File: src/rtl/mux_pkg.sv
// Shared types and helpers for the 4:1 round-robin collector.
package mux_pkg;

   localparam int unsigned N_CH = 4;

   typedef logic [1:0] sel_t;

   typedef enum logic {
      ST_EMPTY = 1'b0,
      ST_FULL  = 1'b1
   } state_t;

   // Next channel index, wrapping 3 -> 0.
   function automatic sel_t next_idx(input sel_t i);
      return sel_t'(i + 2'd1);
   endfunction

endpackage : mux_pkg

File: src/rtl/mux_4to1_rr_collector_rr_arb4.sv
// Combinational 4-way round-robin picker: search starts one past the last winner.
module rr_arb4
   import mux_pkg::*;
(
   input  logic [N_CH-1:0] in_valid,
   input  sel_t            last,
   input  logic            en,
   output logic [N_CH-1:0] grant_oh,
   output sel_t            grant_idx,
   output logic            any
);

   logic found;
   sel_t idx;

   // Walk last+1, last+2, last+3, last and take the first requester.
   always_comb begin
      found     = 1'b0;
      grant_idx = '0;
      idx       = last;
      for (int j = 0; j < int'(N_CH); j++) begin
         idx = next_idx(idx);
         if (!found && in_valid[idx]) begin
            found     = 1'b1;
            grant_idx = idx;
         end
      end
   end

   // A grant only exists when the output side can take a word.
   always_comb begin
      any      = en && found;
      grant_oh = any ? (4'b0001 << grant_idx) : 4'b0000;
   end

endmodule : rr_arb4

File: src/rtl/mux_4to1_rr_collector.sv
// Four request channels merged into one registered stream tagged with its source index.
module mux_4to1_rr_collector
   import mux_pkg::*;
#(
   parameter int unsigned WIDTH = 8
)
(
   input  logic             clk,
   input  logic             rst_n,
   input  logic [N_CH-1:0]  in_valid,
   input  logic [WIDTH-1:0] in_data0,
   input  logic [WIDTH-1:0] in_data1,
   input  logic [WIDTH-1:0] in_data2,
   input  logic [WIDTH-1:0] in_data3,
   output logic [N_CH-1:0]  in_ready,
   output logic             out_valid,
   output logic [WIDTH-1:0] out_data,
   output sel_t             out_sel,
   input  logic             out_ready
);

   state_t           state;
   sel_t             last;
   logic             load_en;
   logic             arb_en;
   logic [N_CH-1:0]  grant_oh;
   sel_t             grant_idx;
   logic             any;
   logic [WIDTH-1:0] mux_data;

   assign out_valid = (state == ST_FULL);

   // Output register can be refilled when empty or draining this cycle.
   assign load_en = !out_valid || out_ready;

   // Nothing is accepted while reset is held.
   assign arb_en = load_en && rst_n;

   rr_arb4 u_arb (
      .in_valid  (in_valid),
      .last      (last),
      .en        (arb_en),
      .grant_oh  (grant_oh),
      .grant_idx (grant_idx),
      .any       (any)
   );

   assign in_ready = grant_oh;

   // Data select driven by the arbiter index.
   always_comb begin
      mux_data = '0;
      case (grant_idx)
         2'd0:    mux_data = in_data0;
         2'd1:    mux_data = in_data1;
         2'd2:    mux_data = in_data2;
         default: mux_data = in_data3;
      endcase
   end

   // EMPTY/FULL output stage plus priority pointer; pointer moves only on accepted words.
   always_ff @(posedge clk) begin
      if (!rst_n) begin
         state    <= ST_EMPTY;
         out_data <= '0;
         out_sel  <= '0;
         last     <= 2'd3;
      end else if (load_en) begin
         if (any) begin
            state    <= ST_FULL;
            out_data <= mux_data;
            out_sel  <= grant_idx;
            last     <= grant_idx;
         end else begin
            state    <= ST_EMPTY;
         end
      end
   end

endmodule : mux_4to1_rr_collector

File: config.mk
export PLATFORM = sky130hd
export DESIGN_NAME = mux_4to1_rr_collector
export DESIGN_NICKNAME = d
export VERILOG_FILES = /design/src/rtl/mux_pkg.sv /design/src/rtl/mux_4to1_rr_collector_rr_arb4.sv /design/src/rtl/mux_4to1_rr_collector.sv
export SDC_FILE = /design/constraint.sdc
export NUM_CORES = 1
export LEC_CHECK = 0
export BUFFER_PORTS_ARGS = -buffer_cell sky130_fd_sc_hd__buf_2
export CORE_ASPECT_RATIO = 1.75
export CORE_MARGIN = 10
export CORE_UTILIZATION = 33
export DETAILED_ROUTE_END_ITERATION = 7
export GPL_ROUTABILITY_DRIVEN = 0
export HOLD_SLACK_MARGIN = 0.03
export PLACE_DENSITY = 0.72
export SYNTH_ARGS = -nofsm -noshare
export SYNTH_HDL_FRONTEND = slang
export SYNTH_HIERARCHICAL = 1
export SYNTH_SLANG_ARGS = --single-unit
File: constraint.sdc
create_clock -name clk -period 2.65 [get_ports clk]
set_input_delay 0.1325 -clock clk [delete_from_list [all_inputs] [get_ports clk]]
set_output_delay 0.1325 -clock clk [all_outputs]
set_load 0.05 [all_outputs]
**Word level (Yosys, flattened, before mapping)**

Index checks and enable logic that the tools add are counted.

- Shift operators: 1
- $add $sub $neg: 4
- Equality and inequality tests: 2
- $lt $le $gt $ge: 4
- Reductions and logical operators: 12
- Mux-type cells: 19

Operator list:

| kind | count |
|---|---|
| $pmux 8 s3 | 1 |
| $lt 2x3->1 const B | 4 |
| $mux 1 | 9 |
| $add 2x1->2 const B | 4 |
| $bmux 1 s2 | 4 |
| $mux 2 | 4 |
| $logic_and 1x1->1 | 5 |
| $logic_not 1->1 | 4 |
| $mux 4 | 1 |
| $shl 1x2->4 const A | 1 |
| $eq 2x1->1 const B | 1 |
| $eq 2x2->1 const B | 1 |
| $logic_not 2->1 | 1 |
| $reduce_and 2->1 | 1 |
| $logic_or 1x1->1 | 1 |

- Bits of input ports: 39
- Register bits: 13
- Output and inout bits: 15

**Depth between registers and ports, before layout**

- Word-level depth: 15
- Mapped depth: 7
- Mapped depth without buffers: 7

**Hierarchy**

The synthesis kept the hierarchy.

By module, submodules not included:

| module | cells each | area an instance (um^2) | times used |
|---|---|---|---|
| mux_4to1_rr_collector | 58 | 666.9 | 1 |
| rr_arb4 | 16 | 147.6 | 1 |

**Worst setup path before layout**

No wires, ideal clock.

- Path kind: register -> output
- Start point: reg state (netlist: out_valid)
- End point: out in_ready[3]
- Arrival: 2097 ps
- Stages on the path, launching flop included: 5
- Path slack: 421 ps
- Required time: 2518 ps
- Path through: dfxtp_1 nand2b_1 and2_1 o41ai_2 nor3b_1

- Cells in the longest elaborated chain, start to end: 5

Ends and longest elaborated chain:

| element | RTL line | text |
|---|---|---|
| start: declaration | mux_4to1_rr_collector.sv:22 | `state_t state;` |
| start signal: assignment | mux_4to1_rr_collector.sv:64 | `state <= ST_EMPTY;` |
| start signal: assignment | mux_4to1_rr_collector.sv:70 | `state <= ST_FULL;` |
| start signal: assignment | mux_4to1_rr_collector.sv:75 | `state <= ST_EMPTY;` |
| $logic_not 1->1 | mux_4to1_rr_collector.sv:34 | `assign load_en = !out_valid \|\| out_ready;` |
| $logic_or 1x1->1 | mux_4to1_rr_collector.sv:34 |  |
| $logic_and 1x1->1 | mux_4to1_rr_collector.sv:37 | `assign arb_en = load_en && rst_n;` |
| net arb_en | mux_4to1_rr_collector.sv:25 | `logic arb_en;` |
| $logic_and 1x1->1 | mux_4to1_rr_collector_rr_arb4.sv:32 | `any = en && found;` |
| $mux 4 | mux_4to1_rr_collector_rr_arb4.sv:33 | `grant_oh = any ? (4'b0001 << grant_idx) : 4'b0000;` |
| end: declaration | mux_4to1_rr_collector.sv:15 | `output logic [N_CH-1:0] in_ready,` |

The timed path passes the listed nets, and every way through them passes these cells.

**Worst setup path after layout**

- Start point: reg last[1]
- End point: reg out_data[1]

- Cells in the longest elaborated chain, start to end: 15

Ends and longest elaborated chain:

| element | RTL line | text |
|---|---|---|
| start: declaration | mux_4to1_rr_collector.sv:23 | `sel_t last;` |
| start signal: assignment | mux_4to1_rr_collector.sv:73 | `last <= grant_idx;` |
| $add 2x1->2 (*) | mux_pkg.sv:15 | `return sel_t'(i + 2'd1);` |
| branches (longest 11 deep; another with $add 2x1->2) | - |  |
| $mux 2 (*) | mux_4to1_rr_collector_rr_arb4.sv:23 | `if (!found && in_valid[idx]) begin` |
| net grant_idx[0] | mux_4to1_rr_collector.sv:27 | `sel_t grant_idx;` |
| $eq 2x2->1 (tied with other cells) | mux_4to1_rr_collector.sv:53 | `case (grant_idx)` |
| $pmux 8 s3 (*) | mux_4to1_rr_collector.sv:53 |  |
| end signal: assignment | mux_4to1_rr_collector.sv:71 | `out_data <= mux_data;` |
| end: declaration | mux_4to1_rr_collector.sv:17 | `output logic [WIDTH-1:0] out_data,` |

Mark *: on every way through the listed nets, which the timed path passes. The select of a mux whose other input is x is not followed.
A chain may end at the register's enable or synchronous reset.

==> flow_metrics.tcl <==
set metrics [dict create \
    required_worst_endpoint_ns 2.77 \
    worst_r2r_endpoint "out_data[1]" \
    holdCritPathClass "input pin to flop" \
    hp-start "rst_n" \
    synthesis.area_um2 814.5 \
    drtAntennaViolNets 0 \
    worst_r2r_path_depth 6 \
    worstHoldEndpoint "last[1]" \
    via_count_of_the_first_global_routing_pass 969 \
    synth_nets 113 \
    rsz0062_at_grt "no" \
    outcome "finished, final reports clean" \
    max_freq_mhz 502.9 \
    globalRoute.totalOverflow 0 \
    criticalPathCategory "flop to flop" \
    timing.setup.tns_ns 0 \
    power_density_nw_per_um2 588.9 \
    maxSlewViolCount 0 \
    i_o_pin_total 54 \
    finalClockSkew_ns 0.004048 \
    synth.yosys.seq_area_share 0.3195 \
    drt-wirelength-per-cell_um 16.44 \
    clkSinkCount 13 \
    yosysUniqueCellTypes 26 \
    register_to_register_path_setup_slack_ns 0.66 \
    cts_max_level 1 \
    cts.root.buffer_cell "clkbuf_8" \
    placement_rows 23 \
    fin_crit_sh 0.7504 \
    die-width_um 57.56 \
    maxSlewHeadroom 0.6688 \
    number_of_max_cap_violations 0 \
    timing.critical_path.from_type "flop" \
    post_cts.repair.setup_buffers 0 \
    most_repeated_cell_in_the_gate_level_netlist_after_synthesis "dfxtp_1" \
    cp_data_arrival_time_ns 2.10 \
    async_reset_ff_frac 0 \
    power.ir.vdd_worst_uv 353.6 \
    largest_net_degree_at_the_start_of_global_routing 16 \
    via_per_inst 5.379 \
    worst_margin_slew_ns 0.4950 \
    clock_path_buffers 2 \
    yosysTopAreaCell "dfxtp_1" \
    synthesis.yosys.warnings 6 \
    synth-edff-count 0 \
    hold-path-cell-count 2 \
    drive_gt1_frac 0.5469 \
    synth.top_cells.by_count "dfxtp_1 (13), mux4_2 (8), nand2_1 (8), o2bb2ai_1 (8)" \
    post_cts_resized 0 \
    die_height_um 85.72 \
    hold_buffers 0 \
    insertion_delay_ns 0.25 \
    n_antenna_cell 0 \
    end_kind "flop" \
    rr_startpoint "last[1]" \
    finalCoreUtilization 0.4858 \
    grt_first_pass_wirelength_um 4291 \
    drc 0 \
    synthesis.instances 74 \
    detailed_place_hpwl_um 2224 \
    routed_wirelength_um 2515 \
    num_vias 823 \
    synth_top_area_share 0.3195 \
    port_buffers 53 \
    final-setup-viol-count 0 \
    initial_cell_density_of_the_core 0.3494 \
    post_synthesis_area_per_instance_um2 11.01 \
    synthToLayoutAreaGrowth_pct 39.02 \
    cts_clock_pin_slew_for_the_worst_setup_and_hold_paths_ns 0.06 \
    floorplan.die_area_um2 4934 \
    numCtsBuffers 3 \
    nNetsFinal 168 \
    detailed_routing_iteration_count_for_the_pre_antenna_repair_pass 2 \
    initial_antenna_violation_count 0 \
    filler_cell_count 236 \
    seq_cells_post_synth 13 \
    critical_path.max_fanout 9 \
    grt_util_all_layers 0.1083 \
    cts_tree "built" \
    hold_viol_final 0 \
    detail_route.iter0.violations 17 \
    ys_top_cells_by_area "dfxtp_1 (32%), mux4_2 (22%), o2bb2ai_1 (8.6%), nand2_1 (3.7%), a221oi_4 (3.2%)" \
    core_area_um2 2331 \
    final_period_minus_worst_setup_slack_ns 1.989 \
    synthFlopType "dfxtp_1" \
    power.static_leakage_nw 0.5274 \
]
kinds of logic (layout without fill, tap and decap cells):
| group | after synthesis | in the layout | share of synthesized area |
|---|---|---|---|
| simple gates | 26 | 26 | 0.1767 |
| compound gates | 19 | 19 | 0.2105 |
| mux | 10 | 10 | 0.2458 |
| flops | 13 | 13 | 0.3195 |
| buf+inv | 6 | 60 | 0.04761 |
critical path, cell delays in order (launching register included):
cell and delay (ns):
dfxtp_1 0.42, mux2i_1 0.32, a221oi_4 0.13, nor2_1 0.11, buf_4 0.21, mux4_2 0.53
o2bb2ai_1 0.14
report_power, final:
| group | total [mW] | switching, mW | internal (mW) |
|---|---|---|---|
| logic | 0.262 | 0.156 | 0.106 |
| clock network | 0.178 | 0.0718 | 0.106 |
| registers | 0.227 | 0.0114 | 0.215 |
how the worst max path moves through the flow:
stage                    from          end  slack (ns)  depth (start not counted)
floorplan           out_valid  in_ready[3]        0.42                          4
global placement      last[1]  out_data[3]        0.74                          6
detailed placement    last[1]  out_data[1]        0.67                          6
CTS                   last[1]  out_data[1]        0.65                          6
global route          last[1]  out_data[1]        0.43                          6
finish                last[1]  out_data[1]        0.66                          6
layer usage:
metal / track usage / up-vias / wire (µm)
li1: - / 397 / -
met1: 0.09404 / 377 / 858
met2: 0.1931 / 45 / 1323
met3: 0.04579 / 4 / 266
met4: 0.07082 / 0 / 65
met5: 0 / - / 0
registers in the layout, indices dropped and copies added (netlist names):
signal,cells
out_data,8
last,2
out_sel,2
out_valid,1
metrics by stage:
stage          setup WS (ns)  hold slack (ns)  std cells  cell area (µm²)  power [mW]
6_report              0.6615           0.1856        153             1132      0.6668
4_1_cts               0.6517           0.1811        153             1132      0.6768
3_5_place_dp          0.6710           0.4357        149             1087      0.4965
5_1_grt               0.4308           0.2070        153             1132      0.7012
3_3_place_gp          0.7381           0.4306        149             1087      0.4880
2_1_floorplan         0.4207           0.2870         74            814.5      0.4290
area by class of cell:
type | instances | area, µm² | share of cell area
clock buffers | 4 | 45.04 | 0.03978
well taps | 25 | 31.28 | 0.02762
repair buffers | 54 | 272.8 | 0.2409
multi-input cells | 55 | 515.5 | 0.4552
flip-flops and latches | 13 | 260.3 | 0.2298
inverters | 2 | 7.507 | 0.006630
layout by cell type, fill, tap and decap left out, types with 2 or more instances in the layout:
cell type  count
nand3_1        4
clkbuf_8       3
o21ai_0        4
a21boi_0       3
nand2_1        8
o2bb2ai_1      8
dfxtp_1       13
nor3b_1        2
mux4_2         8
buf_2         53
nor2b_1        2
inv_1          2
mux2i_1        2
nor2_1         2
and3_1         2
No activity file was read; power rests on OpenSTA's default activity.
